<file path="src/rtl/fpu_serial_pkg.sv">
`default_nettype none
// ============================================================================
// Module   : fpu_serial_pkg
// Summary  : Shared types and default widths for the FPU serial front end.
// Revision : 1.0 - initial release
// ============================================================================
package fpu_serial_pkg;

  localparam int DEF_DATA_W     = 16;
  localparam int DEF_IN_W       = 4;
  localparam int DEF_OUT_W      = 8;
  localparam int DEF_FIFO_DEPTH = 2;

  typedef enum logic [1:0] {
    OP_MUL  = 2'b00,
    OP_ADD  = 2'b01,
    OP_SUB  = 2'b10,
    OP_PASS = 2'b11
  } op_e;

  typedef enum logic [2:0] {
    IDLE  = 3'd0,
    LOAD  = 3'd1,
    ISSUE = 3'd2,
    WAIT  = 3'd3,
    PUSH  = 3'd4
  } state_e;

  // The core only knows mul and add; subtract rides on the adder.
  function automatic logic op_uses_add(op_e op);
    return (op != OP_MUL);
  endfunction

endpackage
`default_nettype wire

</file>
<file path="src/rtl/fpu_serial_frontend_if.sv">
`default_nettype none
// ============================================================================
// Module   : fpu_serial_frontend_if
// Summary  : Operand, core-handshake and result-stream bundle of the front end.
// Revision : 1.0 - initial release
// ============================================================================
interface fpu_serial_frontend_if
  import fpu_serial_pkg::*;
#(
  parameter int DATA_W = DEF_DATA_W,
  parameter int IN_W   = DEF_IN_W,
  parameter int OUT_W  = DEF_OUT_W
);

  logic              in_en;
  logic [1:0]        op_sel;
  logic [IN_W-1:0]   in_a;
  logic [IN_W-1:0]   in_b;
  logic [DATA_W-1:0] core_a;
  logic [DATA_W-1:0] core_b;
  logic              core_op;
  logic              core_start;
  logic              core_done;
  logic [DATA_W-1:0] core_result;
  logic [OUT_W-1:0]  out_data;
  logic              out_valid;
  logic              out_ready;
  logic              out_last;
  logic              busy;
  logic              frame_err;
  logic              drop_err;

  modport master (
    output in_en, op_sel, in_a, in_b, core_done, core_result, out_ready,
    input  core_a, core_b, core_op, core_start, out_data, out_valid,
           out_last, busy, frame_err, drop_err
  );

  modport slave (
    input  in_en, op_sel, in_a, in_b, core_done, core_result, out_ready,
    output core_a, core_b, core_op, core_start, out_data, out_valid,
           out_last, busy, frame_err, drop_err
  );

endinterface
`default_nettype wire

</file>
<file path="src/rtl/fpu_result_serializer.sv">
`default_nettype none
// ============================================================================
// Module   : fpu_result_serializer
// Summary  : Result FIFO streaming the head entry out chunk by chunk, LSB first.
// Revision : 1.0 - initial release
// ============================================================================
module fpu_result_serializer
  import fpu_serial_pkg::*;
#(
  parameter int DATA_W     = DEF_DATA_W,
  parameter int OUT_W      = DEF_OUT_W,
  parameter int FIFO_DEPTH = DEF_FIFO_DEPTH
) (
  input  logic                             clock,
  input  logic                             reset,
  input  logic                             i_push,
  input  logic [DATA_W-1:0]                i_push_data,
  output logic [$clog2(FIFO_DEPTH+1)-1:0]  o_count,
  output logic [OUT_W-1:0]                 o_out_data,
  output logic                             o_out_valid,
  input  logic                             i_out_ready,
  output logic                             o_out_last
);

  localparam int c_n_out   = DATA_W / OUT_W;
  localparam int c_chunk_w = (c_n_out > 1) ? $clog2(c_n_out) : 1;
  localparam int c_ptr_w   = (FIFO_DEPTH > 1) ? $clog2(FIFO_DEPTH) : 1;
  localparam int c_cnt_w   = $clog2(FIFO_DEPTH + 1);

  localparam logic [c_chunk_w-1:0] c_last_chunk = c_chunk_w'(c_n_out - 1);
  localparam logic [c_ptr_w-1:0]   c_last_ptr   = c_ptr_w'(FIFO_DEPTH - 1);
  localparam logic [c_cnt_w-1:0]   c_depth      = c_cnt_w'(FIFO_DEPTH);

  logic [DATA_W-1:0]    r_mem [FIFO_DEPTH];
  logic [c_ptr_w-1:0]   r_wr_ptr;
  logic [c_ptr_w-1:0]   r_rd_ptr;
  logic [c_cnt_w-1:0]   r_count;
  logic [c_chunk_w-1:0] r_chunk;

  logic                 w_valid;
  logic                 w_last;
  logic                 w_fire;
  logic                 w_pop;
  logic                 w_wr;
  logic [DATA_W-1:0]    w_head;
  logic [OUT_W-1:0]     w_chunks [c_n_out];

  assign w_head  = r_mem[r_rd_ptr];
  assign w_valid = (r_count != '0);
  assign w_last  = w_valid && (r_chunk == c_last_chunk);
  assign w_fire  = w_valid && i_out_ready;
  assign w_pop   = w_fire && w_last;
  // A pop on the same edge frees the slot, so a push into a full FIFO is safe.
  assign w_wr    = i_push && ((r_count != c_depth) || w_pop);

  for (genvar gi = 0; gi < c_n_out; gi++) begin : g_chunk
    assign w_chunks[gi] = w_head[gi*OUT_W +: OUT_W];
  end

  always_ff @(posedge clock) begin
    if (w_wr) begin
      r_mem[r_wr_ptr] <= i_push_data;
    end
  end

  always_ff @(posedge clock) begin
    if (!reset) begin
      r_wr_ptr <= '0;
      r_rd_ptr <= '0;
      r_count  <= '0;
      r_chunk  <= '0;
    end else begin
      if (w_wr) begin
        r_wr_ptr <= (r_wr_ptr == c_last_ptr) ? '0 : r_wr_ptr + 1'b1;
      end
      if (w_pop) begin
        r_rd_ptr <= (r_rd_ptr == c_last_ptr) ? '0 : r_rd_ptr + 1'b1;
      end
      if (w_fire) begin
        r_chunk <= w_last ? '0 : r_chunk + 1'b1;
      end
      case ({w_wr, w_pop})
        2'b10:   r_count <= r_count + 1'b1;
        2'b01:   r_count <= r_count - 1'b1;
        default: r_count <= r_count;
      endcase
    end
  end

  assign o_count     = r_count;
  assign o_out_valid = w_valid;
  assign o_out_last  = w_last;
  assign o_out_data  = w_valid ? w_chunks[r_chunk] : '0;

endmodule
`default_nettype wire

</file>
<file path="src/rtl/fpu_serial_frontend.sv">
`default_nettype none
// ============================================================================
// Module   : fpu_serial_frontend
// Summary  : Deserialises operand frames, drives the FP core handshake, queues results.
// Revision : 1.0 - initial release
// ============================================================================
module fpu_serial_frontend
  import fpu_serial_pkg::*;
#(
  parameter int DATA_W     = DEF_DATA_W,
  parameter int IN_W       = DEF_IN_W,
  parameter int OUT_W      = DEF_OUT_W,
  parameter int FIFO_DEPTH = DEF_FIFO_DEPTH
) (
  input  logic                  clock,
  input  logic                  reset,
  fpu_serial_frontend_if.slave  bus
);

  localparam int c_n_in  = DATA_W / IN_W;
  localparam int c_cnt_w = (c_n_in > 1) ? $clog2(c_n_in) : 1;
  localparam int c_fcnt_w = $clog2(FIFO_DEPTH + 1);

  localparam logic [c_cnt_w-1:0]  c_last_in = c_cnt_w'(c_n_in - 1);
  localparam logic [c_fcnt_w-1:0] c_depth   = c_fcnt_w'(FIFO_DEPTH);

  localparam logic [2:0] c_st_idle  = 3'(IDLE);
  localparam logic [2:0] c_st_load  = 3'(LOAD);
  localparam logic [2:0] c_st_issue = 3'(ISSUE);
  localparam logic [2:0] c_st_wait  = 3'(WAIT);
  localparam logic [2:0] c_st_push  = 3'(PUSH);

  logic [2:0]          r_state;
  logic                r_prev_en;
  logic [c_cnt_w-1:0]  r_in_cnt;
  logic [DATA_W-1:0]   r_a;
  logic [DATA_W-1:0]   r_b;
  op_e                 r_op;
  logic                r_frame_err;
  logic                r_drop_err;

  logic [c_fcnt_w-1:0] w_fifo_count;
  logic                w_busy;
  logic                w_start_edge;
  logic                w_accept;
  logic                w_push;
  logic [DATA_W-1:0]   w_push_data;

  // Full FIFO counts as busy so every accepted frame already owns a slot.
  assign w_busy       = (r_state != c_st_idle) || (w_fifo_count == c_depth);
  assign w_start_edge = (r_state == c_st_idle) && bus.in_en && !r_prev_en;
  assign w_accept     = w_start_edge && !w_busy;

  assign w_push      = ((r_state == c_st_wait) && bus.core_done) || (r_state == c_st_push);
  assign w_push_data = (r_state == c_st_push) ? r_a : bus.core_result;

  always_ff @(posedge clock) begin
    if (!reset) begin
      r_state     <= c_st_idle;
      r_prev_en   <= 1'b0;
      r_in_cnt    <= '0;
      r_a         <= '0;
      r_b         <= '0;
      r_op        <= OP_MUL;
      r_frame_err <= 1'b0;
      r_drop_err  <= 1'b0;
    end else begin
      r_prev_en <= bus.in_en;
      if (w_start_edge && w_busy) begin
        r_drop_err <= 1'b1;
      end
      case (r_state)
        c_st_idle: begin
          if (w_accept) begin
            r_op            <= op_e'(bus.op_sel);
            r_a[IN_W-1:0]   <= bus.in_a;
            r_b[IN_W-1:0]   <= bus.in_b;
            if (c_n_in == 1) begin
              r_state <= (bus.op_sel == OP_PASS) ? c_st_push : c_st_issue;
            end else begin
              r_in_cnt <= c_cnt_w'(1);
              r_state  <= c_st_load;
            end
          end
        end
        c_st_load: begin
          if (!bus.in_en) begin
            r_frame_err <= 1'b1;
            r_in_cnt    <= '0;
            r_state     <= c_st_idle;
          end else begin
            r_a[r_in_cnt*IN_W +: IN_W] <= bus.in_a;
            r_b[r_in_cnt*IN_W +: IN_W] <= bus.in_b;
            if (r_in_cnt == c_last_in) begin
              r_in_cnt <= '0;
              r_state  <= (r_op == OP_PASS) ? c_st_push : c_st_issue;
            end else begin
              r_in_cnt <= r_in_cnt + 1'b1;
            end
          end
        end
        c_st_issue: r_state <= c_st_wait;
        c_st_wait: begin
          if (bus.core_done) begin
            r_state <= c_st_idle;
          end
        end
        c_st_push: r_state <= c_st_idle;
        default:   r_state <= c_st_idle;
      endcase
    end
  end

  assign bus.core_a     = r_a;
  assign bus.core_b     = (r_op == OP_SUB) ? {~r_b[DATA_W-1], r_b[DATA_W-2:0]} : r_b;
  assign bus.core_op    = op_uses_add(r_op);
  assign bus.core_start = (r_state == c_st_issue);
  assign bus.busy       = w_busy;
  assign bus.frame_err  = r_frame_err;
  assign bus.drop_err   = r_drop_err;

  fpu_result_serializer #(
    .DATA_W     (DATA_W),
    .OUT_W      (OUT_W),
    .FIFO_DEPTH (FIFO_DEPTH)
  ) u_serializer (
    .clock       (clock),
    .reset       (reset),
    .i_push      (w_push),
    .i_push_data (w_push_data),
    .o_count     (w_fifo_count),
    .o_out_data  (bus.out_data),
    .o_out_valid (bus.out_valid),
    .i_out_ready (bus.out_ready),
    .o_out_last  (bus.out_last)
  );

endmodule
`default_nettype wire

</file>
<file path="src/flat_wrapper.sv">
// flat-port wrapper written by rule: the top's interface ports become plain ports
module fpu_serial_frontend_flat import fpu_serial_pkg::*;
#(
  parameter int DATA_W     = DEF_DATA_W,
  parameter int IN_W       = DEF_IN_W,
  parameter int OUT_W      = DEF_OUT_W,
  parameter int FIFO_DEPTH = DEF_FIFO_DEPTH
)
  (clock, reset, bus_in_en, bus_op_sel, bus_in_a, bus_in_b, bus_core_done, bus_core_result, bus_out_ready, bus_core_a, bus_core_b, bus_core_op, bus_core_start, bus_out_data, bus_out_valid, bus_out_last, bus_busy, bus_frame_err, bus_drop_err);
  fpu_serial_frontend_if #(.DATA_W(DATA_W), .IN_W(IN_W), .OUT_W(OUT_W)) bus_i ();
  input  logic clock;
  input  logic reset;
  input wire logic [$bits(bus_i.in_en)-1:0] bus_in_en;
  input wire logic [$bits(bus_i.op_sel)-1:0] bus_op_sel;
  input wire logic [$bits(bus_i.in_a)-1:0] bus_in_a;
  input wire logic [$bits(bus_i.in_b)-1:0] bus_in_b;
  input wire logic [$bits(bus_i.core_done)-1:0] bus_core_done;
  input wire logic [$bits(bus_i.core_result)-1:0] bus_core_result;
  input wire logic [$bits(bus_i.out_ready)-1:0] bus_out_ready;
  output wire logic [$bits(bus_i.core_a)-1:0] bus_core_a;
  output wire logic [$bits(bus_i.core_b)-1:0] bus_core_b;
  output wire logic [$bits(bus_i.core_op)-1:0] bus_core_op;
  output wire logic [$bits(bus_i.core_start)-1:0] bus_core_start;
  output wire logic [$bits(bus_i.out_data)-1:0] bus_out_data;
  output wire logic [$bits(bus_i.out_valid)-1:0] bus_out_valid;
  output wire logic [$bits(bus_i.out_last)-1:0] bus_out_last;
  output wire logic [$bits(bus_i.busy)-1:0] bus_busy;
  output wire logic [$bits(bus_i.frame_err)-1:0] bus_frame_err;
  output wire logic [$bits(bus_i.drop_err)-1:0] bus_drop_err;
  assign bus_i.in_en = bus_in_en;
  assign bus_i.op_sel = bus_op_sel;
  assign bus_i.in_a = bus_in_a;
  assign bus_i.in_b = bus_in_b;
  assign bus_i.core_done = bus_core_done;
  assign bus_i.core_result = bus_core_result;
  assign bus_i.out_ready = bus_out_ready;
  assign bus_core_a = bus_i.core_a;
  assign bus_core_b = bus_i.core_b;
  assign bus_core_op = bus_i.core_op;
  assign bus_core_start = bus_i.core_start;
  assign bus_out_data = bus_i.out_data;
  assign bus_out_valid = bus_i.out_valid;
  assign bus_out_last = bus_i.out_last;
  assign bus_busy = bus_i.busy;
  assign bus_frame_err = bus_i.frame_err;
  assign bus_drop_err = bus_i.drop_err;
  fpu_serial_frontend #(.DATA_W(DATA_W), .IN_W(IN_W), .OUT_W(OUT_W), .FIFO_DEPTH(FIFO_DEPTH)) u_core (.clock(clock), .reset(reset), .bus(bus_i));
endmodule
</file>
<file path="config.mk">
export PLATFORM = sky130hd
export DESIGN_NAME = fpu_serial_frontend_flat
export DESIGN_NICKNAME = d
export VERILOG_FILES = /design/src/rtl/fpu_serial_pkg.sv /design/src/rtl/fpu_serial_frontend_if.sv /design/src/rtl/fpu_result_serializer.sv /design/src/rtl/fpu_serial_frontend.sv /design/src/flat_wrapper.sv
export SDC_FILE = /design/constraint.sdc
export NUM_CORES = 1
export LEC_CHECK = 0
export ABC_AREA = 1
export BUFFER_PORTS_ARGS = -buffer_cell sky130_fd_sc_hd__buf_2
export CORE_UTILIZATION = 40
export CTS_CLUSTER_SIZE = 8
export DETAILED_ROUTE_END_ITERATION = 6
export GPL_TIMING_DRIVEN = 0
export PLACE_DENSITY = 0.65
export SETUP_SLACK_MARGIN = 0.05
export SYNTH_ARGS = -nofsm -noshare
export SYNTH_HDL_FRONTEND = slang
export SYNTH_SLANG_ARGS = --single-unit
</file>
<file path="constraint.sdc">
create_clock -name clock -period 2.7 [get_ports clock]
set_input_delay 0.54 -clock clock [delete_from_list [all_inputs] [get_ports clock]]
set_output_delay 0.54 -clock clock [all_outputs]
set_load 0.05 [all_outputs]
</file>
# == Word-level counts from Yosys, hierarchy flattened ==
# Memory sizes are Yosys's and may differ from the RTL's. A register that Yosys moved wholly into a read port is not among the register bits.
# Cells that the tools add are included.
# classes
shift,3
eq_ne,15
mul,0
addsub,7
bitwise_logic,3
n_lt_le_gt_ge,1
n_mux,32
reduce_logical,26
div_mod_pow,0
# ops
operator,count
$shiftx 4x34->16,2
$neg 4->34,1
$shift 4x34->16 const A,1
$bwmux 16,2
$mux 16,2
$mux 8,4
$mux 4,4
$pmux 4 s2,2
$mux 3,5
$pmux 3 s4,1
$eq 2x2->1 const B,5
$logic_and 1x1->1,9
$pmux 2 s2,2
$reduce_and 2->1,4
$reduce_bool 2->1,4
$mux 1,7
$eq 3x2->1 const B,2
$mux 2,3
$ne 2x2->1 const B,3
$reduce_and 3->1,2
$add 2x1->2 const B,2
$add 1x1->1 const B,3
$eq 3x1->1 const B,1
$eq 3x3->1 const B,1
11 further kinds,15
# word_totals
word_cells,102
reg_bits,47
ram_bits,32
mem_count,1
romBits,0
latch_bits,0
out_inout_bits,47
# memory_table
name,depth,word_bits,rd,rd_clocked_by_memory_dff,wr,line,rtl
u_core.u_serializer.r_mem,2,16,1,1,1,fpu_result_serializer.sv:34,logic [DATA_W-1:0] r_mem [FIFO_DEPTH];

# == Logic depth before layout (Yosys ltp) ==
# Gate-level depths: netlist of run 1.
# depth
word_depth,7
depth_mapped,13
mapped_depth_nobuf,10

# == Hierarchy ==
# A second synthesis of run 1 with hierarchy kept.
# hier_totals
cells_unflattened,475
hier_area_um2,3931.3
# by_module_without_submodules
module,seq_area_each_um2,cells_each,instances,area_each_um2
fpu_serial_frontend,840.8,343,1,2386.0
fpu_result_serializer,1081.0,132,1,1545.2

# == Worst setup path after synthesis of run 1 ==
# No wires, ideal clock.
# synth_path
path_type,register to output
startpoint,register u_core.u_serializer.r_count[0] (netlist: u_core.u_serializer.o_count[0])
endpoint,output port bus_out_data[0]
t_required_ns,2.160
n_path_buf,0
arrival_ns,1.941
path_slack_ns,0.219
path_stages_with_launch,5
path_cell_list,dfxtp_1 -> inv_1 -> nand2_1 -> clkinv_1 -> a21oi_1
# synth_via
elab_chain_cells,2
# synth_rtl
item,line,rtl
"start, declared",fpu_result_serializer.sv:37,logic [c_cnt_w-1:0] r_count;
"start signal, assigned",fpu_result_serializer.sv:83,2'b10: r_count <= r_count + 1'b1;
"start signal, assigned",fpu_result_serializer.sv:84,2'b01: r_count <= r_count - 1'b1;
"start signal, assigned",fpu_result_serializer.sv:85,default: r_count <= r_count;
$reduce_bool 2->1,fpu_result_serializer.sv:49,assign w_valid = (r_count != '0);
net bus_out_valid,flat_wrapper.sv:25,output wire logic [$bits(bus_i.out_valid)-1:0] bus_out_valid;
$mux 8,fpu_result_serializer.sv:93,assign o_out_data = w_valid ? w_chunks[r_chunk] : '0;
"end, declared",flat_wrapper.sv:24,output wire logic [$bits(bus_i.out_data)-1:0] bus_out_data;
# The timed path passes the listed nets, and every way through them passes these cells.

# == Worst setup path in the final report of run 1 ==
# layout_path
startpoint,register u_core.u_serializer.r_chunk
endpoint,output port bus_out_data[3]
# layout_via
elab_chain_cells,5
# layout_rtl
item,line,rtl
"start, declared",fpu_result_serializer.sv:38,logic [c_chunk_w-1:0] r_chunk;
"start signal, assigned",fpu_result_serializer.sv:80,r_chunk <= w_last ? '0 : r_chunk + 1'b1;
$not 1->2 (implied by the code),fpu_result_serializer.sv:93,
$mux 8 (implied by the code) (3 in a row),fpu_result_serializer.sv:93,
$mux 8,fpu_result_serializer.sv:93,
# Every way passes these cells. The select of a mux whose other input is x is not followed.

==> results of run 1 <==
## worst max-delay path: stages, from the launching register on
cell and delay, ns:
dfxtp_1 0.33, buf_2 0.24, clkinvlp_4 0.23, nor2_1 0.13
o21ai_0 0.12, a21oi_1 0.20, buf_2 0.30
## Yosys cell counts, types with 8 or more instances
cell type  instances
a21boi_0           8
a21oi_1           31
buf_2              8
buf_4             18
dfxtp_1           48
edfxtp_1          32
inv_1             40
nand2_1           82
nand3_1           21
nor2_1            82
nor3_1            17
o21ai_0           33
## logic make-up (layout without fill, tap and decap cells)
family | Yosys count | after routing | share of synthesized area [%]
buffers and inverters | 84 | 175 | 10.89
flip-flops | 80 | 80 | 48.64
AND/OR/NAND/NOR | 223 | 223 | 24.92
XOR/XNOR | 2 | 2 | 0.4434
adder cells (fa/ha/maj) | 7 | 7 | 2.216
AO/OA/AOI/OAI | 83 | 83 | 11.75
multiplexers | 4 | 4 | 1.140
## path summary, 6_finish.rpt
check,from,end,slack [ns],cells after the start
worst min-delay path,bus_op_sel[0],u_core.r_op[0]$_SDFFE_PN0P_,0.44,3
worst max-delay path,u_core.u_serializer.r_chunk$_SDFFE_PN0P_,bus_out_data[3],0.25,6
worst min register to register,u_core.bus.drop_err$_SDFFE_PN0P_,u_core.bus.drop_err$_SDFFE_PN0P_,0.47,2
worst max register to register,u_core.r_in_cnt[0]$_SDFFE_PN0P_,u_core.r_b[1]$_SDFFE_PN0P_,0.44,10
## layout make-up
cell class                      instances  area [µm²]
Clock buffer                            9       123.9
Timing Repair Buffer                   76       380.4
Fill cell                             966        4735
Buffer                                 35       246.5
Multi-Input combinational cell        319        1602
Tap cell                              129       161.4
Clock inverter                          7       61.31
Sequential cell                        80        1922
Inverter                               48       183.9
## routing by layer
layer  vias up  global-route usage, %
met5         -                      0
met4         0                  8.696
met3        16                  2.899
met2        98                  31.34
met1      1539                  23.97
li1       1721                      -
## power by group
| part | internal (mW) | switching, mW | total [mW] |
|---|---|---|---|
| Clock | 0.349 | 0.487 | 0.836 |
| Sequential | 1.31 | 0.0401 | 1.35 |
| Combinational | 0.212 | 0.488 | 0.700 |
## state kept, by name, indices dropped and copies added (netlist names), 2 cells and up, named ones only
register                     flops
u_core.u_serializer.r_mem       32
u_core.bus.core_a               16
u_core.r_b                      16
u_core.r_state                   3
u_core.r_in_cnt                  2
u_core.r_op                      2
u_core.u_serializer.o_count      2
==> impl_results.md, run 1 <==
* Outcome: finished, final reports clean
* Die ar. at 10,280 µm²
* Worst hold slack at 0.4406 ns
* Slew margin rel. at 44.06%
* Via density at 4.799
* Diodes inserted at 0
* Part of the cycle the worst path needs at 90.83%
* RSZ-0062 raised after global routing: no
* Max frequency at 407.8 MHz
* Syn_nets at 521
* Peak VDD IR at 0.3170 mV
* Startpoint class of the critical path: register
* Final WS setup at 0.2476 ns
* Largest net degree at the start of global routing at 17
* Synth Instances at 483
* Max capacitance violation total at 0
* Async SR Flop Fraction at 0%
* CP Capture Type: output port
* I/O pins at 78
* CTS hold repair buffers at 0
* Die W at 101.4 µm
* Longest Clk Path Bufs at 2
* TritonCTS Buffers at 9
* Yosys top cell area share at 24.32%
* Post-layout minimum cycle time at 2.452 ns
* Critical path peak fanout at 10
* Share of cells above drive strength 1 at 27.70%
* Port bufs at 76
* Drt initial violations at 101
* Most used DFF post-synth: dfxtp_1
* Initial antenna violation count at 0
* DR pass1 iterations at 4
* First-pass GRT wire length at 14,500 µm
* Pins over their slew limit at 0
* Final hold vios at 0
* CORE AREA at 9415 µm²
* Reg clk slew, reported paths at 0.09 ns
* Metal1 wirelength at 4226 µm
* Kind of critical path: reg2out
* PostCTS Resize Cnt at 0
* Synth Register Bits at 80
* Finished Cell Area at 4681 µm²
* # H-tree levels at 3
* Top Layer Used: met4
* Final wirelength at 9204 µm
* Worst-skew pair later-pin latency at 0.37 ns
* DRC at 0
* Most frequent cells in the layout: buf_2 (84), nand2_1 (82), nor2_1 (81)
* Worst hold path class: in2reg
* Remaining Overflow, GRT at 0
* WL per Instance at 13.09 µm
* Distinct cells, synth at 32
* Finish-stage setup viols at 0
* Total power at 2.884 mW
* P&R area growth vs syn at 18.46%
* Row cnt at 35
* DP Wirelength at 6916 µm
* Leakage at 2.148 nW
* Critical Path AT at 1.91 ns
* Largest cells by area after synthesis: dfxtp_1 (24%), edfxtp_1 (24%), nand2_1 (7.8%), nor2_1 (7.8%), o21ai_0 (4.2%)
* Post-route non-filler standard cell count at 703
* DRT antenna net count at 0
* Post-synth top area cell: dfxtp_1
* Final Skew at 0.009794 ns
* Final setup TNS at 0 ns
* Placement Cell Area at 4493 µm²
* Vias at 3,374
* Postcts setup bufs at 0
* Vias in the first global route at 3,093
* Worst slew pin tran at 0.8382 ns
* Syn avg cell area at 8.181 µm²
* Final nets at 607
* Pre-CTS setup slack at 0.2378 ns
* Pwr dens at 616.2 nW/µm²
* Placer Congestion at 0.8753
* Wire length on met2 at 4304 µm
* Final core utilization at 49.71%
* Die height at 101.4 µm
* Most common cell after layout, fill and taps aside: buf_2
* Number of synthesized flops with an enable pin at 32
* Clk sinks at 80
* Register area share after synthesis at 48.64%
* TritonCTS clock tree: built
* WL met3 at 431 µm
* Placed cell count at 688
* GRT Total Usage at 18.78%
* Synthesis Warnings at 0
* Starting Density at 41.97%
* Mapped Area at 3951 µm²
* Worst path required time at 2.16 ns
* CTS root buf: clkbuf_8
Note: power is estimated with default switching activity, not from simulation.
==> inputs of run 2 (changes only) <==
==> constraint.sdc (replaced) <==
create_clock -name clock -period 2.7 [get_ports clock]
set_input_delay 0.54 -clock clock [delete_from_list [all_inputs] [get_ports clock]]
set_output_delay 0.54 -clock clock [all_outputs]
set_load 0.01 [all_outputs]
==> impl_results.md, run 2 (same netlist as run 1, synthesis figures left out) <==
* I/O pins at 78 (unchanged)
* Leakage at 2.150 nW (about the same)
* Top delay family on crit path: buffers and inverters
* GRT Total Usage at 18.78% (unchanged)
* CORE AREA at 9415 µm² (unchanged)
* Reg2reg end: u_core.r_b[1]$_SDFFE_PN0P_
* WL per Instance at 13.04 µm (-0.40%)
* DRC at 0 (unchanged)
* Reg clk slew, reported paths at 0.09 ns (about the same)
* Final nets at 608 (+0.16%)
* Longest Clk Path Bufs at 2 (unchanged)
* Placer Congestion at 0.8753 (unchanged)
* Final WS setup at 0.3153 ns (+0.06772 ns)
* Final setup TNS at 0 ns (unchanged)
* TritonCTS Buffers at 9 (unchanged)
* Largest net degree at the start of global routing at 17 (unchanged)
* Worst hold slack at 0.4425 ns (+0.001964 ns)
* Final Skew at 0.01016 ns (+0.0003634 ns)
* Die height at 101.4 µm (unchanged)
* Pwr dens at 586.1 nW/µm² (-4.9%)
* P&R area growth vs syn at 18.46% (unchanged)
* RSZ-0062 raised after global routing: no
* CTS hold repair buffers at 0 (unchanged)
* Startpoint class of the critical path: register
* Starting Density at 41.97% (unchanged)
* Via density at 4.747 (-1.1%)
* Kind of critical path: reg2out
* Diodes inserted at 0 (unchanged)
* CTS root buf: clkbuf_8
* Critical path peak fanout at 10 (unchanged)
* CP peak stage delay at 0.34 ns (about the same)
* DR pass1 iterations at 4 (unchanged)
* # H-tree levels at 3 (unchanged)
* Slowest cell on the critical path: clkbuf_1
* PostCTS Resize Cnt at 0 (unchanged)
* Vias at 3,342 (-0.95%)
* Finish-stage setup viols at 0 (unchanged)
* Post-layout minimum cycle time at 2.385 ns (-0.06772 ns)
* DP Wirelength at 6916 µm (unchanged)
* Slew margin rel. at 43.84% (-0.22 points)
* Final wirelength at 9180 µm (-0.26%)
* Part of the cycle the worst path needs at 88.32% (-2.5 points)
* TritonCTS clock tree: built
* Most common cell after layout, fill and taps aside: buf_2
* Die W at 101.4 µm (unchanged)
* Die ar. at 10,280 µm² (unchanged)
* Port bufs at 76 (unchanged)
* DRT antenna net count at 0 (unchanged)
* Worst slew pin tran at 0.8415 ns (+0.003247 ns)
* Reg2reg setup slack at 0.44 ns (about the same)
* Worst Path Buf+Inv at 4 (+1)
* Critical Path AT at 1.84 ns (-0.07 ns)
* Clk sinks at 80 (unchanged)
* Largest Register: u_core.u_serializer.r_mem
* Peak VDD IR at 0.2901 mV (-8.5%)
* Most frequent cells in the layout: buf_2 (84), nand2_1 (82), nor2_1 (81)
* R2r startpoint: u_core.r_in_cnt[0]$_SDFFE_PN0P_
* First-pass GRT wire length at 14,500 µm (unchanged)
* Crit-path cells: buf_2 > inv_2 > clkbuf_1 > o21ai_0 > a21oi_1 > buf_2
* Outcome: finished, final reports clean
* Max reg flops at 32 (unchanged)
* Vias in the first global route at 3,093 (unchanged)
* Crit-path most repeated cell: buf_2
* Postcts setup bufs at 0 (unchanged)
* Pins over their slew limit at 0 (unchanged)
* Final hold vios at 0 (unchanged)
* R2R cell count at 10 (unchanged)
* Row cnt at 35 (unchanged)
* Critical path depth in cells at 6 (unchanged)
* Max capacitance violation total at 0 (unchanged)
* Initial antenna violation count at 0 (unchanged)
* Worst path required time at 2.16 ns (about the same)
* Remaining Overflow, GRT at 0 (unchanged)
* Drt initial violations at 92 (-8.9%)
* CP Capture Type: output port
* Pre-CTS setup slack at 0.2378 ns (unchanged)
* Fill cell total of the finished layout at 967 (+0.10%)
* Worst setup endpoint: bus_out_data[3]
* Worst hold path class: in2reg
* Share of cells above drive strength 1 at 27.48% (-0.22 points)
* Worst-skew pair later-pin latency at 0.36 ns (about the same)
* Max frequency at 419.3 MHz (+2.8%)
[run 2: worst min-delay path by stage]
stage                                    start                     endpoint  slack, ns  depth (start not counted)
CTS                              bus_op_sel[0]  u_core.r_op[0]$_SDFFE_PN0P_       0.44                          3
detailed placement  u_core.r_b[5]$_SDFFE_PN0P_   u_core.r_b[5]$_SDFFE_PN0P_       0.45                          2
floorplan           u_core.r_b[4]$_SDFFE_PN0P_   u_core.r_b[4]$_SDFFE_PN0P_       0.44                          2
global route                         bus_in_en  u_core.r_prev_en$_SDFF_PN0_       0.45                          3
finish                           bus_op_sel[0]  u_core.r_op[0]$_SDFFE_PN0P_       0.44                          3
global placement    u_core.r_b[7]$_SDFFE_PN0P_   u_core.r_b[7]$_SDFFE_PN0P_       0.46                          2
[run 2: report_power, final]
group          switching (mW)  internal (mW)  leakage (nW)  total (mW)
Clock                   0.487          0.349        0.0884       0.837
Combinational           0.347          0.211          1.38       0.559
Sequential             0.0404           1.31         0.678        1.35
[run 2: worst min-delay path, cell delays in order]
cell,delay [ns]
buf_2,0.07
o21ai_0,0.07
nor2_1,0.08
[run 2: stage by stage]
stage | std cells | util (%) | area (µm²) | power (mW)
global route | 704 | 49.71 | 4681 | 2.885
floorplan | 483 | - | 3951 | 1.772
global placement | 688 | 47.72 | 4493 | 1.923
CTS | 704 | 49.69 | 4678 | 2.768
detailed placement | 688 | 47.72 | 4493 | 1.933
finish | 704 | 49.71 | 4681 | 2.744
[run 2: routing by layer]
metal  global-route usage, %  vias to the layer above  routed length, µm
met2                   31.34                       85               4316
li1                        -                     1723                  -
met1                   23.97                     1521               4266
met5                       0                        -                  0
met3                   2.899                       13                387
met4                   8.696                        0                211
[run 2: final cells by class]
type / instances / area, µm² / share of cell area, %
Inverter: 48 / 180.2 / 3.849
Clock inverter: 7 / 61.31 / 1.310
Timing Repair Buffer: 76 / 380.4 / 8.126
Tap cell: 129 / 161.4 / 3.448
Clock buffer: 9 / 123.9 / 2.646
Sequential cell: 80 / 1922 / 41.06
Multi-Input combinational cell: 319 / 1602 / 34.22
Buffer: 36 / 250.2 / 5.346
==> inputs of run 3 (changes only) <==
--- a/config.mk
+++ b/config.mk
@@ -7,11 +7,11 @@
 export LEC_CHECK = 0
 export ABC_AREA = 1
 export BUFFER_PORTS_ARGS = -buffer_cell sky130_fd_sc_hd__buf_2
-export CORE_UTILIZATION = 40
+export CORE_UTILIZATION = 55
 export CTS_CLUSTER_SIZE = 8
 export DETAILED_ROUTE_END_ITERATION = 6
 export GPL_TIMING_DRIVEN = 0
-export PLACE_DENSITY = 0.65
+export PLACE_DENSITY = 0.84
 export SETUP_SLACK_MARGIN = 0.05
 export SYNTH_ARGS = -nofsm -noshare
 export SYNTH_HDL_FRONTEND = slang
==> impl_results.md, run 3 (same netlist as run 1, synthesis figures left out) <==
* Final hold vios at 0 (unchanged)
* GRT Total Usage at 26.48% (+7.7 points)
* Worst-skew pair later-pin latency at 0.36 ns (about the same)
* Fill cell total of the finished layout at 570 (-41%)
* Placement Cell Area at 4452 µm² (-0.92%)
* Worst hold path class: in2reg
* First-pass GRT wire length at 15,010 µm (+3.5%)
* Max frequency at 418.1 MHz (-0.30%)
* Slew margin rel. at 43.43% (-0.42 points)
* PostCTS Resize Cnt at 0 (unchanged)
* Leakage at 2.172 nW (+1.0%)
* Most common cell after layout, fill and taps aside: buf_2
* Postcts setup bufs at 0 (unchanged)
* TritonCTS clock tree: built
* CTS root buf: clkbuf_8
* Part of the cycle the worst path needs at 88.59% (+0.27 points)
* Final setup TNS at 0 ns (unchanged)
* Max capacitance violation total at 0 (unchanged)
* Worst path required time at 2.16 ns (about the same)
* Metal1 wirelength at 4013 µm (-5.9%)
* TritonCTS Buffers at 9 (unchanged)
* CORE AREA at 6869 µm² (-27%)
* Worst slew pin tran at 0.8477 ns (+0.006223 ns)
* Critical path peak fanout at 10 (unchanged)
* Drt initial violations at 221 (+140%)
* Largest net degree at the start of global routing at 17 (unchanged)
* Row cnt at 30 (-14%)
* Starting Density at 57.52% (+16 points)
* Post-route non-filler standard cell count at 671 (-4.7%)
* Clk sinks at 80 (unchanged)
* CTS hold repair buffers at 0 (unchanged)
* WL met3 at 415 µm (+7.2%)
* Final Skew at 0.006877 ns (-0.003281 ns)
* DP Wirelength at 7004 µm (+1.3%)
* DRC at 0 (unchanged)
* Largest Register: u_core.u_serializer.r_mem
* Port bufs at 76 (unchanged)
* CP Capture Type: output port
* Diodes inserted at 0 (unchanged)
* Vias at 3,469 (+3.8%)
* WL per Instance at 14.01 µm (+7.4%)
* Via density at 5.170 (+8.9%)
* Critical Path AT at 1.85 ns (about the same)
* Placer Congestion at 0.8967 (+2.4%)
* Total power at 2.925 mW (+6.6%)
* Post-layout minimum cycle time at 2.392 ns (+0.007199 ns)
* Final core utilization at 68.14% (+18 points)
* Startpoint class of the critical path: register
* Reg clk slew, reported paths at 0.09 ns (about the same)
* Most frequent cells in the layout: buf_2 (84), nand2_1 (82), nor2_1 (81)
* Final nets at 608 (unchanged)
* Finished Cell Area at 4681 µm² (unchanged)
* Vias in the first global route at 3,285 (+6.2%)
* Finish-stage setup viols at 0 (unchanged)
* Initial antenna violation count at 0 (unchanged)
* Max reg flops at 32 (unchanged)
* Die ar. at 7527 µm² (-27%)
* Wire length on met2 at 4782 µm (+11%)
* Outcome: finished, final reports clean
* Kind of critical path: reg2out
* Longest Clk Path Bufs at 2 (unchanged)
* P&R area growth vs syn at 18.46% (unchanged)
* Die W at 86.76 µm (-14%)
* RSZ-0062 raised after global routing: no
* Placed cell count at 655 (-4.8%)
* DRT antenna net count at 0 (unchanged)
* Peak VDD IR at 0.3391 mV (+17%)
* Pwr dens at 624.9 nW/µm² (+6.6%)
* DR pass1 iterations at 4 (unchanged)
* Share of cells above drive strength 1 at 27.48% (unchanged)
* Remaining Overflow, GRT at 0 (unchanged)
* Final wirelength at 9401 µm (+2.4%)
* Pins over their slew limit at 0 (unchanged)
* # H-tree levels at 3 (unchanged)
* Top Layer Used: met4
* I/O pins at 78 (unchanged)
* Die height at 86.76 µm (-14%)
-- run 3: changes by cell type in the layout (fill, tap and decap cells not counted), sizes merged --
cell	previous run	this run
bufinv	0	2
clkinv	4	3
clkinvlp	2	1
-- run 3: critical path, stage by stage, from the launching register on --
cell and delay, ns:
dfxtp_1 0.31, buf_2 0.17, inv_2 0.12, clkbuf_1 0.32, o21ai_0 0.22, a21oi_1 0.19
buf_2 0.16
-- run 3: final cells by class --
type	instances	area, µm²	area share, %
multi-input cells	319	1602	34.22
flip-flops and latches	80	1922	41.06
clock buffers	9	123.9	2.646
inverters	48	180.2	3.849
well taps	96	120.1	2.566
clock inverters	7	102.6	2.192
plain buffers	36	250.2	5.346
repair buffers	76	380.4	8.126
-- run 3: where the power goes --
part	leakage (nW)	internal (mW)	switching (mW)	total [mW]
combinational	1.38	0.211	0.356	0.568
sequential	0.678	1.31	0.0403	1.35
clock	0.111	0.532	0.478	1.01
total	2.17	2.05	0.874	2.92
-- run 3: final timing paths --
check | start | endpoint | slack [ns] | cells after the start
setup / recovery | register | bus_out_data[3] | 0.31 | 6
hold / removal | bus_op_sel[0] | u_core.r_op[0]$_SDFFE_PN0P_ | 0.43 | 3
setup reg to reg | u_core.r_in_cnt[0]$_SDFFE_PN0P_ | u_core.r_b[1]$_SDFFE_PN0P_ | 0.39 | 10
hold reg to reg | u_core.r_b[6]$_SDFFE_PN0P_ | u_core.r_b[6]$_SDFFE_PN0P_ | 0.47 | 2
-- run 3: layer usage --
layer	vias to the layer above	track usage [%]
met3	18	4.571
met2	99	47.76
met4	0	11.52
li1	1722	-
met1	1630	30.88
met5	-	0
-- run 3: metrics by stage --
stage | hold WS (ns) | setup WS, ns
3_5_place_dp | 0.4573 | 0.2338
3_3_place_gp | 0.4502 | 0.3592
2_1_floorplan | 0.4413 | 0.7292
4_1_cts | 0.4199 | 0.1863
5_1_grt | 0.4539 | 0.1789
6_report | 0.4283 | 0.3081
